===== config.mk =====
export PLATFORM = sky130hd
export DESIGN_NAME = uart_rx_cmd_dispatcher
export DESIGN_NICKNAME = d
export VERILOG_FILES = /design/src/rtl/uart_pkg.sv /design/src/rtl/uart_frame_fifo.sv /design/src/rtl/uart_rx_cmd_dispatcher.sv
export SDC_FILE = /design/constraint.sdc
export NUM_CORES = 1
export LEC_CHECK = 0
export BUFFER_PORTS_ARGS = -buffer_cell sky130_fd_sc_hd__buf_2
export CORE_ASPECT_RATIO = 0.9
export CORE_MARGIN = 2
export CORE_UTILIZATION = 45
export DETAILED_ROUTE_END_ITERATION = 10
export MAX_ROUTING_LAYER = met4
export PLACE_DENSITY = 0.69
export SLEW_MARGIN = 20
export SYNTH_ARGS = -nofsm -noshare
export SYNTH_HDL_FRONTEND = slang
export SYNTH_SLANG_ARGS = --single-unit
export TNS_END_PERCENT = 5

===== constraint.sdc =====
create_clock -name CLK -period 7.1 [get_ports CLK]
set_input_delay 1.42 -clock CLK [delete_from_list [all_inputs] [get_ports CLK]]
set_output_delay 1.42 -clock CLK [all_outputs]
set_load 0.01 [all_outputs]

===== src/rtl/uart_pkg.sv =====
// Shared constants for the UART command dispatcher: default byte width,
// drop reason codes and dispatcher FSM state encodings.
package uart_pkg;

    localparam int unsigned DEF_BYTE_SIZE = 8;

    localparam logic [1:0] ERR_NONE = 2'd0;
    localparam logic [1:0] ERR_OVF  = 2'd1;
    localparam logic [1:0] ERR_BAD  = 2'd2;
    localparam logic [1:0] ERR_TMO  = 2'd3;

    typedef enum logic {
        ST_IDLE = 1'b0,
        ST_SEND = 1'b1
    } state_e;

endpackage


===== src/rtl/uart_frame_fifo.sv =====
// Generic synchronous FIFO, power-of-two depth, head word visible on rdata
// whenever the FIFO is non-empty. Pushes while full and pops while empty are ignored.
module uart_frame_fifo #(
    parameter int unsigned WIDTH = 8,
    parameter int unsigned DEPTH = 2
) (
    input  logic             CLK,
    input  logic             RST,
    input  logic             push,
    input  logic [WIDTH-1:0] wdata,
    input  logic             pop,
    output logic [WIDTH-1:0] rdata,
    output logic             full,
    output logic             empty
);

    localparam int unsigned AW = $clog2(DEPTH);
    localparam logic [AW:0] FULL_CNT = (AW + 1)'(DEPTH);

    logic [WIDTH-1:0] mem_q [DEPTH];
    logic [AW-1:0]    wr_ptr_q;
    logic [AW-1:0]    rd_ptr_q;
    logic [AW:0]      count_q;
    logic             do_push;
    logic             do_pop;

    assign full    = (count_q == FULL_CNT);
    assign empty   = (count_q == '0);
    assign do_push = push & ~full;
    assign do_pop  = pop & ~empty;
    assign rdata   = mem_q[rd_ptr_q];

    always_ff @(posedge CLK) begin
        if (do_push) begin
            mem_q[wr_ptr_q] <= wdata;
        end
    end

    // Pointers are AW bits wide so they wrap modulo DEPTH for free.
    always_ff @(posedge CLK) begin
        if (RST) begin
            wr_ptr_q <= '0;
            rd_ptr_q <= '0;
            count_q  <= '0;
        end else begin
            if (do_push) begin
                wr_ptr_q <= wr_ptr_q + 1'b1;
            end
            if (do_pop) begin
                rd_ptr_q <= rd_ptr_q + 1'b1;
            end
            case ({do_push, do_pop})
                2'b10:   count_q <= count_q + 1'b1;
                2'b01:   count_q <= count_q - 1'b1;
                default: count_q <= count_q;
            endcase
        end
    end

endmodule


===== src/rtl/uart_rx_cmd_dispatcher.sv =====
// Buffers CRC-checked frames from the UART receiver and offers each one to the
// consumer selected by its opcode, dropping and counting malformed, overflowing or stale frames.
module uart_rx_cmd_dispatcher
    import uart_pkg::*;
#(
    parameter int unsigned BYTE_SIZE   = DEF_BYTE_SIZE,
    parameter int unsigned DATA_SIZE   = 64,
    parameter int unsigned NUM_DEST    = 4,
    parameter int unsigned FIFO_DEPTH  = 2,
    parameter int unsigned TIMEOUT_CYC = 1024
) (
    input  logic                 CLK,
    input  logic                 RST,
    input  logic                 in_valid,
    input  logic [BYTE_SIZE-1:0] in_opt,
    input  logic [BYTE_SIZE-1:0] in_len,
    input  logic [DATA_SIZE-1:0] in_data,
    output logic [NUM_DEST-1:0]  dst_valid,
    input  logic [NUM_DEST-1:0]  dst_ready,
    output logic [BYTE_SIZE-1:0] dst_opt,
    output logic [BYTE_SIZE-1:0] dst_len,
    output logic [DATA_SIZE-1:0] dst_data,
    output logic                 err_pulse,
    output logic [1:0]           err_code,
    output logic [7:0]           drop_cnt,
    output logic                 busy
);

    localparam int unsigned MAX_BYTES = DATA_SIZE / BYTE_SIZE;
    localparam int unsigned DW        = $clog2(NUM_DEST);
    localparam int unsigned DP        = 1 << DW;
    localparam int unsigned FW        = 2 * BYTE_SIZE + DATA_SIZE;
    localparam int unsigned TW        = (TIMEOUT_CYC == 0) ? 1 : $clog2(TIMEOUT_CYC + 1);
    localparam bit          TMO_EN    = (TIMEOUT_CYC != 0);

    localparam logic [BYTE_SIZE-1:0] MAX_LEN   = BYTE_SIZE'(MAX_BYTES);
    localparam logic [TW-1:0]        TMO_LAST  = TW'((TIMEOUT_CYC == 0) ? 0 : TIMEOUT_CYC - 1);
    // Bit i set when index i names a real consumer (matters for non power-of-two NUM_DEST).
    localparam logic [DP-1:0]        DEST_MASK = DP'((64'd1 << NUM_DEST) - 64'd1);

    state_e               state_q, state_d;
    logic [TW-1:0]        timer_q, timer_d;
    logic [NUM_DEST-1:0]  dst_valid_d;
    logic                 load;

    logic                 push, pop, full, empty;
    logic [FW-1:0]        head;
    logic [BYTE_SIZE-1:0] head_opt, head_len;
    logic [DATA_SIZE-1:0] head_data;
    logic [DW-1:0]        head_idx;
    logic                 head_ok;

    logic                 hs, tmo, bad, ovf, drop_bt;
    logic [1:0]           n_drop;
    logic [8:0]           drop_sum;

    assign push = in_valid & ~full;
    assign pop  = (state_q == ST_IDLE) & ~empty;

    uart_frame_fifo #(
        .WIDTH (FW),
        .DEPTH (FIFO_DEPTH)
    ) u_fifo (
        .CLK   (CLK),
        .RST   (RST),
        .push  (push),
        .wdata ({in_opt, in_len, in_data}),
        .pop   (pop),
        .rdata (head),
        .full  (full),
        .empty (empty)
    );

    assign head_opt  = head[FW-1 -: BYTE_SIZE];
    assign head_len  = head[DATA_SIZE +: BYTE_SIZE];
    assign head_data = head[DATA_SIZE-1:0];
    assign head_idx  = head_opt[DW-1:0];
    assign head_ok   = (head_len != '0) && (head_len <= MAX_LEN) &&
                       ((head_opt >> DW) == '0) && DEST_MASK[head_idx];

    assign hs      = |(dst_valid & dst_ready);
    assign tmo     = TMO_EN && (state_q == ST_SEND) && !hs && (timer_q == TMO_LAST);
    assign bad     = pop & ~head_ok;
    assign ovf     = in_valid & full;
    assign drop_bt = bad | tmo;

    assign busy = ~empty | (state_q == ST_SEND);

    always_ff @(posedge CLK) begin
        if (RST) begin
            state_q <= ST_IDLE;
        end else begin
            state_q <= state_d;
        end
    end

    always_comb begin
        state_d = state_q;
        unique case (state_q)
            ST_IDLE: if (pop && head_ok) state_d = ST_SEND;
            ST_SEND: if (hs || tmo)      state_d = ST_IDLE;
            default:                     state_d = ST_IDLE;
        endcase
    end

    always_comb begin
        dst_valid_d = dst_valid;
        timer_d     = timer_q;
        load        = 1'b0;
        unique case (state_q)
            ST_IDLE: begin
                dst_valid_d = '0;
                if (pop && head_ok) begin
                    dst_valid_d = NUM_DEST'(1) << head_idx;
                    timer_d     = '0;
                    load        = 1'b1;
                end
            end
            ST_SEND: begin
                timer_d = timer_q + 1'b1;
                if (hs || tmo) begin
                    dst_valid_d = '0;
                end
            end
            default: dst_valid_d = '0;
        endcase
    end

    // An overflow and a bad/timeout drop can coincide: overflow is reported, both are counted.
    always_comb begin
        n_drop   = {1'b0, ovf} + {1'b0, drop_bt};
        drop_sum = {1'b0, drop_cnt} + {7'b0, n_drop};
    end

    always_ff @(posedge CLK) begin
        if (RST) begin
            timer_q   <= '0;
            dst_valid <= '0;
            dst_opt   <= '0;
            dst_len   <= '0;
            dst_data  <= '0;
            err_pulse <= 1'b0;
            err_code  <= ERR_NONE;
            drop_cnt  <= '0;
        end else begin
            timer_q   <= timer_d;
            dst_valid <= dst_valid_d;
            if (load) begin
                dst_opt  <= head_opt;
                dst_len  <= head_len;
                dst_data <= head_data;
            end
            err_pulse <= ovf | drop_bt;
            err_code  <= ovf ? ERR_OVF : bad ? ERR_BAD : tmo ? ERR_TMO : ERR_NONE;
            drop_cnt  <= drop_sum[8] ? 8'hFF : drop_sum[7:0];
        end
    end

endmodule

==> impl_metrics.json <==
{
  "outcome": "finished clean",
  "synthesis.area_um2": 9960,
  "grt_pass1_vias": 5867,
  "ys_seq_area_share_pct": 70.7,
  "layout_setup_ws_ns": 3.84,
  "p_leak_nw": 4.41,
  "num_io_pins": 183,
  "worstPathRequired_ns": 7.53,
  "total_power_mw": 3.79,
  "pre_cts_ws_ns": 3.34,
  "core_um2": 21700,
  "synth_top_family_by_area": "compound AO/OA/AOI/OAI gates",
  "fin_crit_ns": 3.26,
  "hold_viol": 0,
  "max_freq_mhz": 306,
  "wire_per_inst_um": 16.2,
  "ys_types": 48,
  "cts_root_buf": "clkbuf_16",
  "gp_congestion": 0.786,
  "vias_per_cell": 5.04,
  "worstSetupPathType": "input port to register",
  "timing.setup.tns_ns": 0,
  "areaGrowthSynthToFinish_pct": 20.5,
  "synth-xor-area-share_pct": 0.879,
  "hold_buffers": 0,
  "clkLatencyLatePin_ns": 0.51,
  "min_from": "dst_opt[7]",
  "setup_viol": 0,
  "netlist_instances": 670,
  "route.detailed.drc": 0,
  "clockBufferDepth": 3,
  "synth_area_per_cell_um2": 14.9,
  "synth-adder-area-share_pct": 0.578,
  "initial_utilization_pct": 45.9,
  "rrSetupSlack_ns": 3.91,
  "finish.utilization_pct": 55.3,
  "drt_iter0_markers": 382,
  "synth_simple_gate_area_share_pct": 8.01,
  "min_path_cells": 1,
  "fin_crit_sh_pct": 46.0,
  "numCtsBuffers": 27,
  "dp_hpwl_um": 11500,
  "ys_ff_latch": 272,
  "die_area_um2": 23300,
  "synth.largest_area_cell": "edfxtp_1",
  "cts_num_sinks": 272,
  "synthTopCellsByArea": "edfxtp_1 (48%), dfxtp_1 (23%), mux2i_1 (7.1%)",
  "synthArstFlopShare_pct": 0,
  "ys_warn_count": 0,
  "overflow": 0,
  "routed_wl_um": 18800,
  "drv_cap": 0,
  "critical_path_peak_fanout": 6,
  "rows": 51,
  "fin_nets": 938,
  "cts_resized": 0,
  "synth-main-ff-cell": "edfxtp_1",
  "place.port_buffers": 182,
  "crit_path_end_kind": "register",
  "hold_end": "dst_opt[7]",
  "arrival_ns": 3.69,
  "synth_edf_count": 160,
  "r2r-end": "drop_cnt[4]",
  "maxSlewViolCount": 0,
  "ant_nets": 0,
  "syn_nets": 761,
  "grt.total_usage_pct": 16.4,
  "finalClockSkew_ns": 0.0145,
  "hold_path.class": "register to register",
  "num_vias": 5847,
  "relSlewSlack_pct": 42.8,
  "cts_htree_levels": 1,
  "rsz0062_at_grt": "false",
  "synth_compound_gate_area_share_pct": 10.2,
  "antenna_found_initial": 1,
  "yosys.area.top_type_share_pct": 48.2,
  "clk_pin_slew_ns": 0.06,
  "crit_path_start_kind": "input port",
  "synth_mux_area_share_pct": 7.13,
  "drt_first_pass_iters": 4,
  "holdWs_ns": 0.456,
  "final_layout_size_suffix_gt1_share_pct": 34.1,
  "worst_pin_slew_ns": 0.858,
  "chipHeight_um": 145,
  "grt_pass1_wl_um": 30200,
  "cellPowerDensity_nw_per_um2": 316,
  "ir_worst_vdd_mv": 0.189,
  "die_w_um": 161,
  "tritoncts": "built",
  "r2r_cells": 11,
  "grt_max_degree": 147,
  "post_cts_buffers": 0
}
## cell usage after synthesis, types with 3 or more instances
cell type / count
a211oi_1: 21
a211oi_2: 50
a21oi_1: 13
a22o_1: 4
a31oi_1: 3
and2_1: 10
buf_2: 7
buf_4: 5
buf_6: 6
clkbuf_1: 20
dfxtp_1: 112
edfxtp_1: 160
ha_1: 3
inv_1: 6
mux2i_1: 71
nand2_1: 10
nand2b_1: 3
nand3_1: 13
nand3b_1: 3
nand4_1: 3
nor2_1: 86
nor3_1: 6
nor4_1: 5
o21ai_0: 3
or2_2: 5
or3_1: 4
or3b_2: 4
xnor2_1: 5
xor2_1: 5
## layer usage
layer	GRT usage (%)	vias to the layer above	wire (um)
met5	-	-	0
met4	3.97	0	349
met1	22.3	2786	8910
met3	4.29	31	1240
met2	24.9	159	8320
li1	-	2871	-
## per-stage QoR
step                      cells  cell area, um2
after floorplan             670            9960
after global placement     1109           11100
after detailed placement   1109           11100
after CTS                  1157           12000
after global routing       1158           12000
final                      1159           12000
## where the power goes
group | switching (mW) | leakage (nW) | internal, mW
combinational | 0.272 | 1.56 | 0.169
sequential | 0.0774 | 2.40 | 1.85
clock | 0.553 | 0.448 | 0.868
## registers in the layout (all words and copies together), names as in the netlist, named ones only
signal and flops:
u_fifo.mem_q 160, state_q 1, u_fifo.count_q 2, err_pulse 1, dst_len 8, dst_valid 4
drop_cnt 8, u_fifo.rd_ptr_q 1, dst_opt 8, timer_q 11, err_code 2, u_fifo.wr_ptr_q 1
dst_data 64
## worst max-delay path: stages
cell      delay [ns]
buf_2           0.09
a222oi_1        0.31
nand3_1         0.12
or3_1           0.40
nand2_1         0.10
fa_1            0.22
ha_1            0.23
inv_1           0.07
nor2_1          0.22
nand4_1         0.29
a21oi_1         0.22
## cell usage in the layout, fill, tap and decap left out, drive strengths merged, types with 4 or more instances in the layout
master	synthesis	final
or3	4	4
nand3	13	13
mux2i	71	71
dfxtp	112	112
or2	5	5
a22o	4	4
clkbuf	20	38
xnor2	5	5
a211oi	71	71
edfxtp	160	160
nor2	86	86
inv	6	7
xor2	5	5
and2	10	10
a21oi	13	13
buf	19	187
nor4	5	5
nor3	6	6
clkinv	0	5
nand2	10	10
or3b	4	4
## logic make-up (layout without fill, tap and decap cells)
kind of cell	after synthesis	in the layout
DFF	272	272
and+or+nand+nor	164	164
AOI/OAI and AO/OA	104	104
muxes	71	71
buffers and inverters	45	241
xor gates and xnor gates	10	10
adders and majority gates	4	4
other	0	2
## worst max path at each step
stage,cells past startpoint,end,start,slack [ns]
after global placement,11,drop_cnt[0],dst_ready[0],3.43
after CTS,6,dst_len[4],register,3.83
after floorplan,2,u_fifo.mem_q[0][0],in_valid,1.73
after global routing,11,drop_cnt[1],dst_ready[0],3.57
after detailed placement,11,drop_cnt[1],dst_ready[0],3.34
final,11,drop_cnt[1],dst_ready[0],3.84
## area by class of cell
| cell class | count | area [um2] |
|---|---|---|
| Antenna cell | 2 | 5.00 |
| Clock buffer | 38 | 777 |
| Clock inverter | 10 | 129 |
| Fill cell | 1806 | 9690 |
| Inverter | 6 | 22.5 |
| Multi-Input combinational cell | 353 | 2690 |
| Sequential cell | 272 | 7050 |
| Tap cell | 291 | 364 |
| Timing Repair Buffer | 187 | 967 |
Power figures use the tool's default switching activity.
